===== src/rtl/rgb_frame_reader.sv =====
// rgb_frame_reader: reads the packed RGB frame out of SRAM and streams 24-bit pixels.
// Every three SRAM words carry two pixels; a credit-limited read pipeline feeds a small word FIFO.
module rgb_frame_reader #(
    parameter logic [17:0] BASE_ADDR  = 18'd146944,
    parameter int unsigned WIDTH      = 320,
    parameter int unsigned HEIGHT     = 240,
    parameter int unsigned FIFO_DEPTH = 8,
    parameter int unsigned RD_LATENCY = 3
) (
    input  logic        CLOCK_50_I,
    input  logic        Reset,
    input  logic        start,
    output logic        busy,
    output logic        done,
    output logic [17:0] SRAM_address,
    output logic        SRAM_we_n,
    input  logic [15:0] SRAM_read_data,
    output logic [7:0]  pix_R,
    output logic [7:0]  pix_G,
    output logic [7:0]  pix_B,
    output logic        pix_valid,
    input  logic        pix_ready,
    output logic        pix_sol,
    output logic        pix_eof
);

    localparam int unsigned AW          = 18;
    localparam int unsigned WCW         = 17;
    localparam int unsigned XW          = 9;
    localparam int unsigned YW          = 8;
    localparam int unsigned LAT         = RD_LATENCY;
    localparam int unsigned PW          = $clog2(FIFO_DEPTH);
    localparam int unsigned CW          = PW + 1;
    localparam int unsigned TOTAL_WORDS = WIDTH * HEIGHT * 3 / 2;

    typedef enum logic [1:0] {S_IDLE, S_FETCH, S_DRAIN, S_DONE} state_e;

    state_e          state_q, state_d;
    logic            busy_q, busy_d, done_q, done_d;
    logic            issue, clear;
    logic [AW-1:0]   addr_q, waddr_q;
    logic [WCW-1:0]  wcnt_q;
    logic [LAT-1:0]  inflight_q;
    logic [15:0]     fifo_mem [FIFO_DEPTH];
    logic [PW-1:0]   wr_ptr_q, rd_ptr_q;
    logic [CW-1:0]   count_q;
    logic [1:0]      phase_q;
    logic [15:0]     w0_q;
    logic [7:0]      r1_q;
    logic            valid_q, sol_q, eof_q;
    logic [23:0]     pix_q, pix_d;
    logic [XW-1:0]   x_q, x_d;
    logic [YW-1:0]   y_q, y_d;
    logic [31:0]     inflight_cnt;
    logic            credit, last_word, push, pop, load, hs, active;
    logic [15:0]     fifo_word;

    assign hs        = valid_q && pix_ready;
    assign active    = (state_q == S_FETCH) || (state_q == S_DRAIN);
    assign push      = inflight_q[LAT-1];
    assign pop       = active && (count_q != '0) && (!valid_q || pix_ready);
    assign load      = pop && (phase_q != 2'd0);
    assign fifo_word = fifo_mem[rd_ptr_q];
    assign last_word = (wcnt_q == WCW'(TOTAL_WORDS - 1));

    // Words queued plus words still in the read pipeline must stay below the FIFO depth.
    always_comb begin
        inflight_cnt = '0;
        for (int i = 0; i < int'(LAT); i++) begin
            inflight_cnt = inflight_cnt + 32'(inflight_q[i]);
        end
        credit = (32'(count_q) + inflight_cnt) < 32'(FIFO_DEPTH);
    end

    always_ff @(posedge CLOCK_50_I) begin
        if (Reset) state_q <= S_IDLE;
        else       state_q <= state_d;
    end

    always_comb begin
        state_d = state_q;
        case (state_q)
            S_IDLE:  if (start) state_d = S_FETCH;
            S_FETCH: if (issue && last_word) state_d = S_DRAIN;
            S_DRAIN: if (hs && eof_q) state_d = S_DONE;
            S_DONE:  state_d = S_IDLE;
            default: state_d = S_IDLE;
        endcase
    end

    always_comb begin
        issue  = 1'b0;
        clear  = 1'b0;
        busy_d = 1'b0;
        done_d = 1'b0;
        issue  = (state_q == S_FETCH) && credit;
        clear  = (state_q == S_IDLE) && start;
        busy_d = active;
        done_d = (state_q == S_DONE);
    end

    always_comb begin
        x_d = x_q;
        y_d = y_q;
        if (hs) begin
            if (x_q == XW'(WIDTH - 1)) begin
                x_d = '0;
                y_d = (y_q == YW'(HEIGHT - 1)) ? '0 : y_q + YW'(1);
            end else begin
                x_d = x_q + XW'(1);
            end
        end
        pix_d = (phase_q == 2'd1) ? {w0_q, fifo_word[15:8]} : {r1_q, fifo_word};
    end

    always_ff @(posedge CLOCK_50_I) begin
        if (push) fifo_mem[wr_ptr_q] <= SRAM_read_data;
    end

    always_ff @(posedge CLOCK_50_I) begin
        if (Reset) begin
            busy_q     <= 1'b0;
            done_q     <= 1'b0;
            addr_q     <= BASE_ADDR;
            waddr_q    <= BASE_ADDR;
            wcnt_q     <= '0;
            inflight_q <= '0;
            wr_ptr_q   <= '0;
            rd_ptr_q   <= '0;
            count_q    <= '0;
            phase_q    <= '0;
            w0_q       <= '0;
            r1_q       <= '0;
            valid_q    <= 1'b0;
            pix_q      <= '0;
            sol_q      <= 1'b0;
            eof_q      <= 1'b0;
            x_q        <= '0;
            y_q        <= '0;
        end else begin
            busy_q <= busy_d;
            done_q <= done_d;
            if (clear) begin
                addr_q     <= BASE_ADDR;
                waddr_q    <= BASE_ADDR;
                wcnt_q     <= '0;
                inflight_q <= '0;
                wr_ptr_q   <= '0;
                rd_ptr_q   <= '0;
                count_q    <= '0;
                phase_q    <= '0;
                valid_q    <= 1'b0;
                x_q        <= '0;
                y_q        <= '0;
            end else begin
                inflight_q <= (inflight_q << 1) | LAT'(issue);
                if (issue) begin
                    addr_q  <= waddr_q;
                    waddr_q <= waddr_q + AW'(1);
                    wcnt_q  <= wcnt_q + WCW'(1);
                end
                if (push) wr_ptr_q <= wr_ptr_q + PW'(1);
                case ({push, pop})
                    2'b10:   count_q <= count_q + CW'(1);
                    2'b01:   count_q <= count_q - CW'(1);
                    default: count_q <= count_q;
                endcase
                // Phase 0 parks w0, phase 1 emits pixel 0 and keeps R1, phase 2 emits pixel 1.
                if (pop) begin
                    rd_ptr_q <= rd_ptr_q + PW'(1);
                    phase_q  <= (phase_q == 2'd2) ? 2'd0 : phase_q + 2'd1;
                    if (phase_q == 2'd0) w0_q <= fifo_word;
                    if (phase_q == 2'd1) r1_q <= fifo_word[7:0];
                end
                if (load) begin
                    valid_q <= 1'b1;
                    pix_q   <= pix_d;
                    sol_q   <= (x_d == '0);
                    eof_q   <= (x_d == XW'(WIDTH - 1)) && (y_d == YW'(HEIGHT - 1));
                end else if (hs) begin
                    valid_q <= 1'b0;
                end
                x_q <= x_d;
                y_q <= y_d;
            end
        end
    end

    assign busy         = busy_q;
    assign done         = done_q;
    assign SRAM_address = addr_q;
    assign SRAM_we_n    = 1'b1;
    assign pix_R        = pix_q[23:16];
    assign pix_G        = pix_q[15:8];
    assign pix_B        = pix_q[7:0];
    assign pix_valid    = valid_q;
    assign pix_sol      = sol_q;
    assign pix_eof      = eof_q;

endmodule


===== config.mk =====
export PLATFORM = sky130hd
export DESIGN_NAME = rgb_frame_reader
export DESIGN_NICKNAME = d
export VERILOG_FILES = /design/src/rtl/rgb_frame_reader.sv
export SDC_FILE = /design/constraint.sdc
export NUM_CORES = 1
export LEC_CHECK = 0
export CELL_PAD_IN_SITES_DETAIL_PLACEMENT = 1
export CELL_PAD_IN_SITES_GLOBAL_PLACEMENT = 1
export CORE_ASPECT_RATIO = 1.4
export CORE_MARGIN = 2
export CORE_UTILIZATION = 30
export CTS_BUF_LIST = sky130_fd_sc_hd__clkbuf_8
export DETAILED_ROUTE_END_ITERATION = 16
export PLACE_DENSITY_LB_ADDON = 0.1
export SLEW_MARGIN = 20
export SYNTH_ARGS = -nofsm -noshare
export SYNTH_HDL_FRONTEND = slang
export SYNTH_SLANG_ARGS = --single-unit

===== constraint.sdc =====
create_clock -name CLOCK_50_I -period 3.8 [get_ports CLOCK_50_I]
set_input_delay 0.95 -clock CLOCK_50_I [delete_from_list [all_inputs] [get_ports CLOCK_50_I]]
set_output_delay 0.95 -clock CLOCK_50_I [all_outputs]
set_load 0.05 [all_outputs]

==> results.py, run 1 <==
metrics = {
    "run_status": {
        "outcome": "finished, final reports clean",
    },
    "clocking": {
        "cts-resized-gates": 0,
        "insertion_delay_ns": 0.58,
        "clk_pin_slew_ns": 0.06,
        "numCtsBuffers": 46,
        "hold_buffers": 0,
        "post_cts_buffers": 0,
        "clock_sinks": 271,
        "cts_buffer_depth": 3,
        "root_buffer": "clkbuf_8",
        "htree_levels": 2,
        "cts_tree": "done",
    },
    "critical_path": {
        "path_cells": "clkdlybuf4s50_1",
        "start_kind": "flop",
        "crit_path_end_kind": "output pin",
        "criticalPathCategory": "reg -> out",
        "crit_arrival_ns": 1.92,
        "path_buf_inv": 1,
        "cp.required_ns": 2.85,
        "cp_top_family": "buffers and inverters",
        "cp-startpoint": "pix_valid$_SDFFE_PP0P_",
        "critical_path.max_stage_delay_ns": 0.87,
        "cp_max_fo": 8,
        "reg2reg_from": "inflight_q[0]$_SDFF_PP0_",
        "cp_slowest_cell": "clkdlybuf4s50_1",
    },
    "yosys": {
        "synth_top_area_share_pct": 34.8,
        "yosysTopAreaCell": "edfxtp_1",
        "synth_edf_count": 128,
        "ys_types": 55,
        "synth_area_mm2": 0.0110,
        "ys_seq_area_share_pct": 60.7,
        "yosys_warnings": 0,
        "synthCells": 953,
        "yosys_most_used_dff": "dfxtp_1",
        "synth_fp_nets": 990,
        "synth.avg_cell_area_um2": 11.6,
        "synth_area_leaders": "edfxtp_1 35%, dfxtp_1 26%, mux4_2 6.5%, nand2_1 4.3%, nor2_1 3.9%",
        "synth_common_cells": "143 x dfxtp_1, 128 x edfxtp_1, 127 x nand2_1, 116 x nor2_1, 55 x a21oi_1",
        "synth_seq_cells": 271,
        "ys_async_sr_fraction_pct": 0,
        "yosysMostFrequentCell": "dfxtp_1",
    },
    "timing": {
        "tns_ns": 0,
        "slew_headroom_pct": 49.0,
        "rsz0062_at_grt": "no",
        "fin_crit_ns": 2.87,
        "tightest_slew_ns": 0.758,
        "fin_skew_ns": 0.0301,
        "finalHoldViolations": 0,
        "setup_viol": 0,
        "slew_violations": 0,
        "period_share_pct": 75.6,
        "fmax_mhz": 348,
    },
    "floorplan": {
        "die_area_mm2": 0.0384,
        "die_y_um": 231,
        "coreArea_mm2": 0.0365,
        "start_util_pct": 30.3,
        "num_rows": 83,
        "die_x_um": 166,
        "ioPinCount": 68,
    },
    "global_routing": {
        "overflow": 0,
        "grt_pass1_vias": 7999,
        "grt_max_degree": 56,
        "grt_use_total_pct": 14.3,
        "grt_pass1_wl_um": 43700,
        "antenna_found_initial": 0,
    },
    "cells_and_area": {
        "fin_nets": 1074,
        "num_antenna_cells": 0,
        "drive_gt1_share_pct": 13.4,
        "area_growth_pct": 19.9,
        "final_util_pct": 36.3,
        "instances_no_fill": 1540,
    },
    "power": {
        "switchingPower_uw": 1620,
        "power_frac_comb_pct": 9.1,
        "peakVddDrop_mv": 0.274,
        "p_int_uw": 4790,
        "static-leakage-power_uw": 0.00430,
        "switching_share_pct": 25.3,
        "p_total_uw": 6410,
        "p_seq_share_pct": 49.1,
        "clkPwrFrac_pct": 41.8,
        "power_density_mw_per_mm2": 484,
    },
    "run": {
        "cap_viol_max_count": 0,
    },
    "routing": {
        "wire_per_inst_um": 17.6,
        "routed_wl_um": 27100,
        "ant_nets": 0,
        "via_per_inst": 4.80,
        "num_vias": 7399,
        "drtPass1Iterations": 4,
        "drt_iter0_markers": 288,
        "drc": 0,
    },
    "placement": {
        "placed_cells": 1456,
        "io_buffers": 66,
        "gp_congestion": 0.724,
        "hpwlAfterDp_um": 17300,
    },
    "min_path": {
        "hold_path.class": "reg -> reg",
        "hold_start": "pix_q[13]$_SDFFE_PP0P_",
    },
}
-- metal layers --
| metal | vias up | part of all wire (%) | wire length (µm) | global-route usage [%] |
|---|---|---|---|---|
| li1 | 3602 | - | - | - |
| met5 | - | 0 | 0 | 0 |
| met1 | 3650 | 43 | 11700 | 16.8 |
| met2 | 95 | 51 | 13800 | 26.0 |
| met4 | 0 | 3.0 | 803 | 5.33 |
| met3 | 52 | 3.1 | 837 | 2.77 |
-- per-stage QoR --
stage	hold slack, ns	area [µm²]	setup slack (ns)
floorplan	0.448	11000	0.960
global placement	0.442	12300	0.421
detailed placement	0.449	12300	0.376
CTS	0.457	13200	0.870
global route	0.484	13200	0.815
finish	0.455	13200	0.927
-- power groups by stage --
stage	clock network (µW)	registers, µW	logic (µW)
global placement	0	3210	598
floorplan	0	3280	306
global route	2910	3150	659
finish	2680	3140	586
CTS	2790	3150	604
detailed placement	0	3210	604
-- cells by family (layout without fill, tap and decap cells) --
kind of cell / after synthesis / after routing / synth area share [%]
AOI/OAI and AO/OA: 130 / 130 / 7.15
xor gates and xnor gates: 37 / 37 / 2.93
adders and majority gates: 17 / 17 / 2.06
buffers and inverters: 64 / 184 / 2.39
DFF: 271 / 271 / 60.7
muxes: 62 / 62 / 9.33
other: 1 / 1 / 0.0339
and+or+nand+nor: 371 / 371 / 15.4
-- layout by cell type (no fill, tap or decap), types with 2 or more instances in the layout --
master	n
a211oi_1	20
a21o_1	2
a21oi_1	54
a22oi_1	3
a31oi_1	5
and2_1	5
and3_1	11
and4_1	5
buf_12	2
buf_4	19
clkbuf_8	61
clkdlybuf4s50_1	65
clkinv_1	3
clkinv_2	4
dfxtp_1	142
edfxtp_1	128
fa_1	2
ha_1	15
inv_1	27
mux2_2	8
mux2i_1	22
mux4_2	32
nand2_1	127
nand2b_1	5
nand3_1	27
nand4_1	10
nor2_1	116
nor2b_1	4
nor3_1	31
nor3_2	3
nor3_4	2
nor4_1	5
o211ai_1	11
o21ai_0	15
o21ai_1	11
or2_1	2
or3_1	9
xnor2_1	12
xor2_1	25
-- worst paths after layout --
path | cells past startpoint | end | slack, ns
max | 1 | pix_valid | 0.93
min | 2 | pix_q[13]$_SDFFE_PP0P_ | 0.46
max reg2reg | 8 | state_q[0]$_SDFFE_PP0P_ | 1.11
min reg2reg | 2 | pix_q[13]$_SDFFE_PP0P_ | 0.46
-- layout make-up --
type	count	area, µm²
Clock inverter	23	118
Inverter	13	48.8
Multi-Input combinational cell	618	4110
Timing Repair Buffer	87	838
Tap cell	467	584
Fill cell	3963	23200
Sequential cell	271	6710
Clock buffer	61	840
-- state kept, by name (all words and copies together) (netlist names), 2 cells and up, named ones only --
register / cells
pix_q: 24
waddr_q: 18
wr_ptr_q: 3
inflight_q: 3
count_q: 4
state_q: 2
rd_ptr_q: 3
w0_q: 16
wcnt_q: 17
SRAM_address: 18
fifo_mem: 128
y_q: 8
phase_q: 2
x_q: 9
r1_q: 8
Note: power is estimated with default switching activity, not from simulation.
==> run 2, diff against run 1 <==
clock period = 3 ns   (was 3.8 ns; I/O delays follow)
==> run 2 against run 1 <==
Compared with the run above:
- sequential cell count stayed put
- clock skew is 0.0086 ns higher
- critical path depth stayed put
- via count hardly changed
- wire length is 1.5% higher
- critical endpoint unchanged
- first-iteration DRC count is 8.0% lower
- combinational power is 29% higher
- critical path type unchanged
- power is 29% higher
- worst hold slack worse by 0.0011 ns
- clock-buffer cell count is 5 lower
- sequential share of layout area is 0.56 points lower
- largest power group unchanged
==> results.py, run 2 (same netlist as run 1, synthesis figures left out) <==
metrics = {
    "floorplan": {
        "die_area_mm2": 0.0384,
        "start_util_pct": 30.3,
        "num_rows": 83,
        "die_x_um": 166,
        "coreArea_mm2": 0.0365,
        "ioPinCount": 68,
        "die_y_um": 231,
    },
    "timing": {
        "fin_skew_ns": 0.0388,
        "setup_viol": 0,
        "slew_violations": 0,
        "rsz0062_at_grt": "no",
        "fmax_mhz": 374,
        "period_share_pct": 89.1,
        "slew_headroom_pct": 48.6,
        "finalHoldViolations": 0,
        "tns_ns": 0,
        "fin_crit_ns": 2.67,
        "tightest_slew_ns": 0.764,
    },
    "cells_and_area": {
        "fin_nets": 1086,
        "num_antenna_cells": 0,
        "instances_no_fill": 1551,
        "regMostFlops": "fifo_mem",
        "final_util_pct": 36.7,
        "mostFrequentLayoutCells": "142 x dfxtp_1, 128 x edfxtp_1, 127 x nand2_1",
        "area_growth_pct": 21.2,
        "layout_commonest_cell": "dfxtp_1",
        "largest_reg_flops": 128,
        "reg_top3": "fifo_mem x128, pix_q x24",
        "drive_gt1_share_pct": 14.6,
    },
    "critical_path": {
        "cp_top_family": "buffers and inverters",
        "cp.required_ns": 2.25,
        "criticalPathCategory": "reg -> out",
        "crit_arrival_ns": 1.92,
        "critical_path.max_stage_delay_ns": 0.86,
        "start_kind": "flop",
        "path_buf_inv": 1,
        "cp_slowest_cell": "clkdlybuf4s50_1",
        "path_cells": "clkdlybuf4s50_1",
        "cp_max_fo": 8,
        "crit_path_end_kind": "output pin",
    },
    "placement": {
        "gp_congestion": 0.684,
        "io_buffers": 66,
        "hpwlAfterDp_um": 17400,
        "placed_cells": 1468,
    },
    "global_routing": {
        "antenna_found_initial": 0,
        "grt_use_total_pct": 14.5,
        "grt_pass1_vias": 7883,
        "grt_max_degree": 75,
        "grt_pass1_wl_um": 44100,
        "overflow": 0,
    },
    "run": {
        "cap_viol_max_count": 0,
    },
    "clocking": {
        "clk_pin_slew_ns": 0.06,
        "clock_sinks": 271,
        "cts-resized-gates": 0,
        "hold_buffers": 0,
        "htree_levels": 2,
        "cts_buffer_depth": 3,
        "insertion_delay_ns": 0.61,
        "cts_tree": "done",
        "root_buffer": "clkbuf_8",
        "numCtsBuffers": 46,
        "post_cts_buffers": 0,
    },
    "power": {
        "p_total_uw": 8290,
        "p_seq_share_pct": 48.1,
        "clkPwrFrac_pct": 42.8,
        "switching_share_pct": 25.8,
        "power_frac_comb_pct": 9.1,
        "static-leakage-power_uw": 0.00435,
        "peakVddDrop_mv": 0.371,
        "p_int_uw": 6150,
        "power_density_mw_per_mm2": 619,
        "switchingPower_uw": 2130,
    },
    "routing": {
        "via_per_inst": 4.77,
        "ant_nets": 0,
        "routed_wl_um": 27500,
        "wire_per_inst_um": 17.7,
        "drt_iter0_markers": 265,
        "drtPass1Iterations": 4,
        "drc": 0,
        "num_vias": 7394,
    },
    "run_status": {
        "outcome": "finished, final reports clean",
    },
    "min_path": {
        "hold_path.class": "reg -> reg",
    },
}
[run 2: worst paths after layout]
check	from	to	slack, ns	cells after the start
worst min-delay path	pix_q[9]$_SDFFE_PP0P_	pix_q[9]$_SDFFE_PP0P_	0.45	2
worst min register to register	pix_q[9]$_SDFFE_PP0P_	pix_q[9]$_SDFFE_PP0P_	0.45	2
worst max-delay path	pix_valid$_SDFFE_PP0P_	pix_valid	0.33	1
worst max register to register	count_q[0]$_SDFFE_PP0P_	waddr_q[13]$_SDFFE_PP1P_	0.39	8
[run 2: layer usage]
layer / global-route usage [%] / share of wire (%) / up-vias
met2: 25.9 / 51 / 82
met1: 17.6 / 44 / 3655
li1: - / - / 3619
met5: 0 / 0 / -
met4: 4.76 / 2.0 / 0
met3: 2.66 / 3.0 / 38
[run 2: power by group through the flow]
stage,Combinational [µW],Sequential [µW],Clock (µW)
CTS,780,3980,3710
finish,754,3980,3550
floorplan,388,4160,0
detailed placement,776,4060,0
global route,836,3990,3880
global placement,775,4060,0
[run 2: stage by stage]
step	area [µm²]	hold WS [ns]	setup slack, ns
2_1_floorplan	11000	0.448	0.360
3_3_place_gp	12400	0.440	0.00536
3_5_place_dp	12400	0.446	0.00312
4_1_cts	13400	0.453	0.264
5_1_grt	13400	0.474	0.189
6_report	13400	0.454	0.326
[run 2: area by class of cell]
class / count / area, µm²
clock buffer: 56 / 771
clock inverter: 27 / 220
fill: 3952 / 23100
inverter: 13 / 48.8
multi-input combinational: 618 / 4110
sequential: 271 / 6710
tap: 467 / 584
timing repair buffer: 99 / 953
[run 2: worst reg2reg max path, delay by kind of cell, from the launching register on]
| family | cells | cell delay, ns |
|---|---|---|
| simple gates | 3 | 0.75 |
| fa+ha+maj | 2 | 0.67 |
| compound gates | 2 | 0.51 |
| flops | 1 | 0.37 |
| xor+xnor | 1 | 0.17 |
==> run 3, diff against run 2 <==
CORE_MARGIN = 3   (was 2)
==> run 3 against run 2 <==
Compared with the run above:
- power is 5.6% lower
- maximum frequency is 0.28% higher
- clock-buffer cell count decreased by 5
- wire length decreased by 0.21%
- worst setup slack better by 0.0076 ns
- die area is 2.1% higher
- largest power group unchanged
==> results.py, run 3 (same netlist as run 1, synthesis figures left out) <==
metrics = {
    "run_status": {
        "outcome": "finished, final reports clean",
    },
    "clocking": {
        "post_cts_buffers": 0,
        "clock_sinks": 271,
        "root_buffer": "clkbuf_8",
        "insertion_delay_ns": 0.60,
        "hold_buffers": 0,
        "cts_buffer_depth": 3,
        "cts-resized-gates": 0,
        "htree_levels": 2,
        "cts_tree": "done",
        "numCtsBuffers": 46,
        "clk_pin_slew_ns": 0.06,
    },
    "routing": {
        "routed_wl_um": 27400,
        "drc": 0,
        "ant_nets": 0,
        "via_per_inst": 4.85,
        "wire_per_inst_um": 17.8,
        "num_vias": 7486,
        "drt_iter0_markers": 328,
        "drtPass1Iterations": 4,
    },
    "global_routing": {
        "antenna_found_initial": 0,
        "grt_pass1_vias": 7895,
        "overflow": 0,
        "grt_pass1_wl_um": 43600,
        "grt_use_total_pct": 14.0,
        "grt_max_degree": 63,
    },
    "critical_path": {
        "cp_slowest_cell": "clkdlybuf4s50_1",
        "crit_arrival_ns": 1.92,
        "cp_max_fo": 8,
        "crit_path_end_kind": "output pin",
        "criticalPathCategory": "reg -> out",
        "start_kind": "flop",
        "cp_top_family": "buffers and inverters",
        "path_cells": "clkdlybuf4s50_1",
        "cp.required_ns": 2.25,
        "path_buf_inv": 1,
        "critical_path.max_stage_delay_ns": 0.86,
    },
    "placement": {
        "gp_congestion": 0.719,
        "place_area_mm2": 0.0124,
        "hpwlAfterDp_um": 17600,
        "place_ws_ns": 0.0202,
        "io_buffers": 66,
        "placed_cells": 1463,
    },
    "timing": {
        "finalHoldViolations": 0,
        "fmax_mhz": 375,
        "fin_crit_ns": 2.67,
        "slew_violations": 0,
        "fin_ws_ns": 0.334,
        "slew_headroom_pct": 42.1,
        "rsz0062_at_grt": "no",
        "setup_viol": 0,
        "fin_hold_ws_ns": 0.451,
        "period_share_pct": 88.9,
        "fin_skew_ns": 0.0434,
        "tightest_slew_ns": 0.860,
    },
    "power": {
        "static-leakage-power_uw": 0.00430,
        "peakVddDrop_mv": 0.334,
        "p_total_uw": 7820,
        "power_density_mw_per_mm2": 591,
    },
    "floorplan": {
        "num_rows": 82,
        "die_area_mm2": 0.0392,
        "start_util_pct": 30.6,
        "coreArea_mm2": 0.0361,
        "die_x_um": 168,
        "die_y_um": 233,
        "ioPinCount": 68,
    },
    "run": {
        "cap_viol_max_count": 0,
    },
    "cells_and_area": {
        "mostFrequentLayoutCells": "142 x dfxtp_1, 128 x edfxtp_1, 127 x nand2_1",
        "instances_no_fill": 1542,
        "fin_nets": 1086,
        "fillers": 3955,
        "stdcell_area_mm2": 0.0132,
        "area_growth_pct": 19.7,
        "regMostFlops": "fifo_mem",
        "drive_gt1_share_pct": 13.7,
        "layout_commonest_cell": "dfxtp_1",
        "largest_reg_flops": 128,
        "num_antenna_cells": 0,
        "reg_top3": "fifo_mem x128, pix_q x24",
    },
    "min_path": {
        "hold_path.class": "reg -> reg",
    },
}
==> run 3: area by class of cell <==
class | count | area, µm² | share of cell area [%]
clock buffers | 51 | 702 | 5.31
well taps | 462 | 578 | 4.37
inverters | 13 | 48.8 | 0.369
clock inverters | 28 | 141 | 1.07
multi-input cells | 618 | 4110 | 31.1
flip-flops and latches | 271 | 6710 | 50.7
repair buffers | 99 | 941 | 7.11
==> run 3: routing by layer <==
layer  vias up  wire, µm  GRT usage, %  share of wire, %
li1       3616         -             -                 -
met1      3718     11700          16.7                43
met2       101     14100          25.3                51
met3        51       888          2.54               3.2
met4         0       759          5.14               2.8
met5         -         0             0                 0
==> run 3: final timing paths <==
kind	slack, ns	end	startpoint	depth (start not counted)
min	0.45	pix_q[14]$_SDFFE_PP0P_	pix_q[14]$_SDFFE_PP0P_	2
max reg2reg	0.40	waddr_q[13]$_SDFFE_PP1P_	count_q[0]$_SDFFE_PP0P_	8
max	0.33	pix_valid	pix_valid$_SDFFE_PP0P_	1
min reg2reg	0.45	pix_q[14]$_SDFFE_PP0P_	pix_q[14]$_SDFFE_PP0P_	2
==> run 3: where the power goes <==
group / total (µW) / switching, µW / internal [µW]
Combinational: 750 / 513 / 237
Sequential: 3980 / 46.4 / 3940
Clock: 3090 / 1520 / 1570
Total: 7820 / 2080 / 5740
==> run 3: metrics by stage <==
| step | utilization (%) | TNS [ns] |
|---|---|---|
| 3_3_place_gp | 34.3 | -0.000665 |
| 6_report | 36.6 | 0 |
| 5_1_grt | 36.6 | 0 |
| 3_5_place_dp | 34.3 | 0 |
| 4_1_cts | 36.6 | 0 |
| 2_1_floorplan | - | 0 |
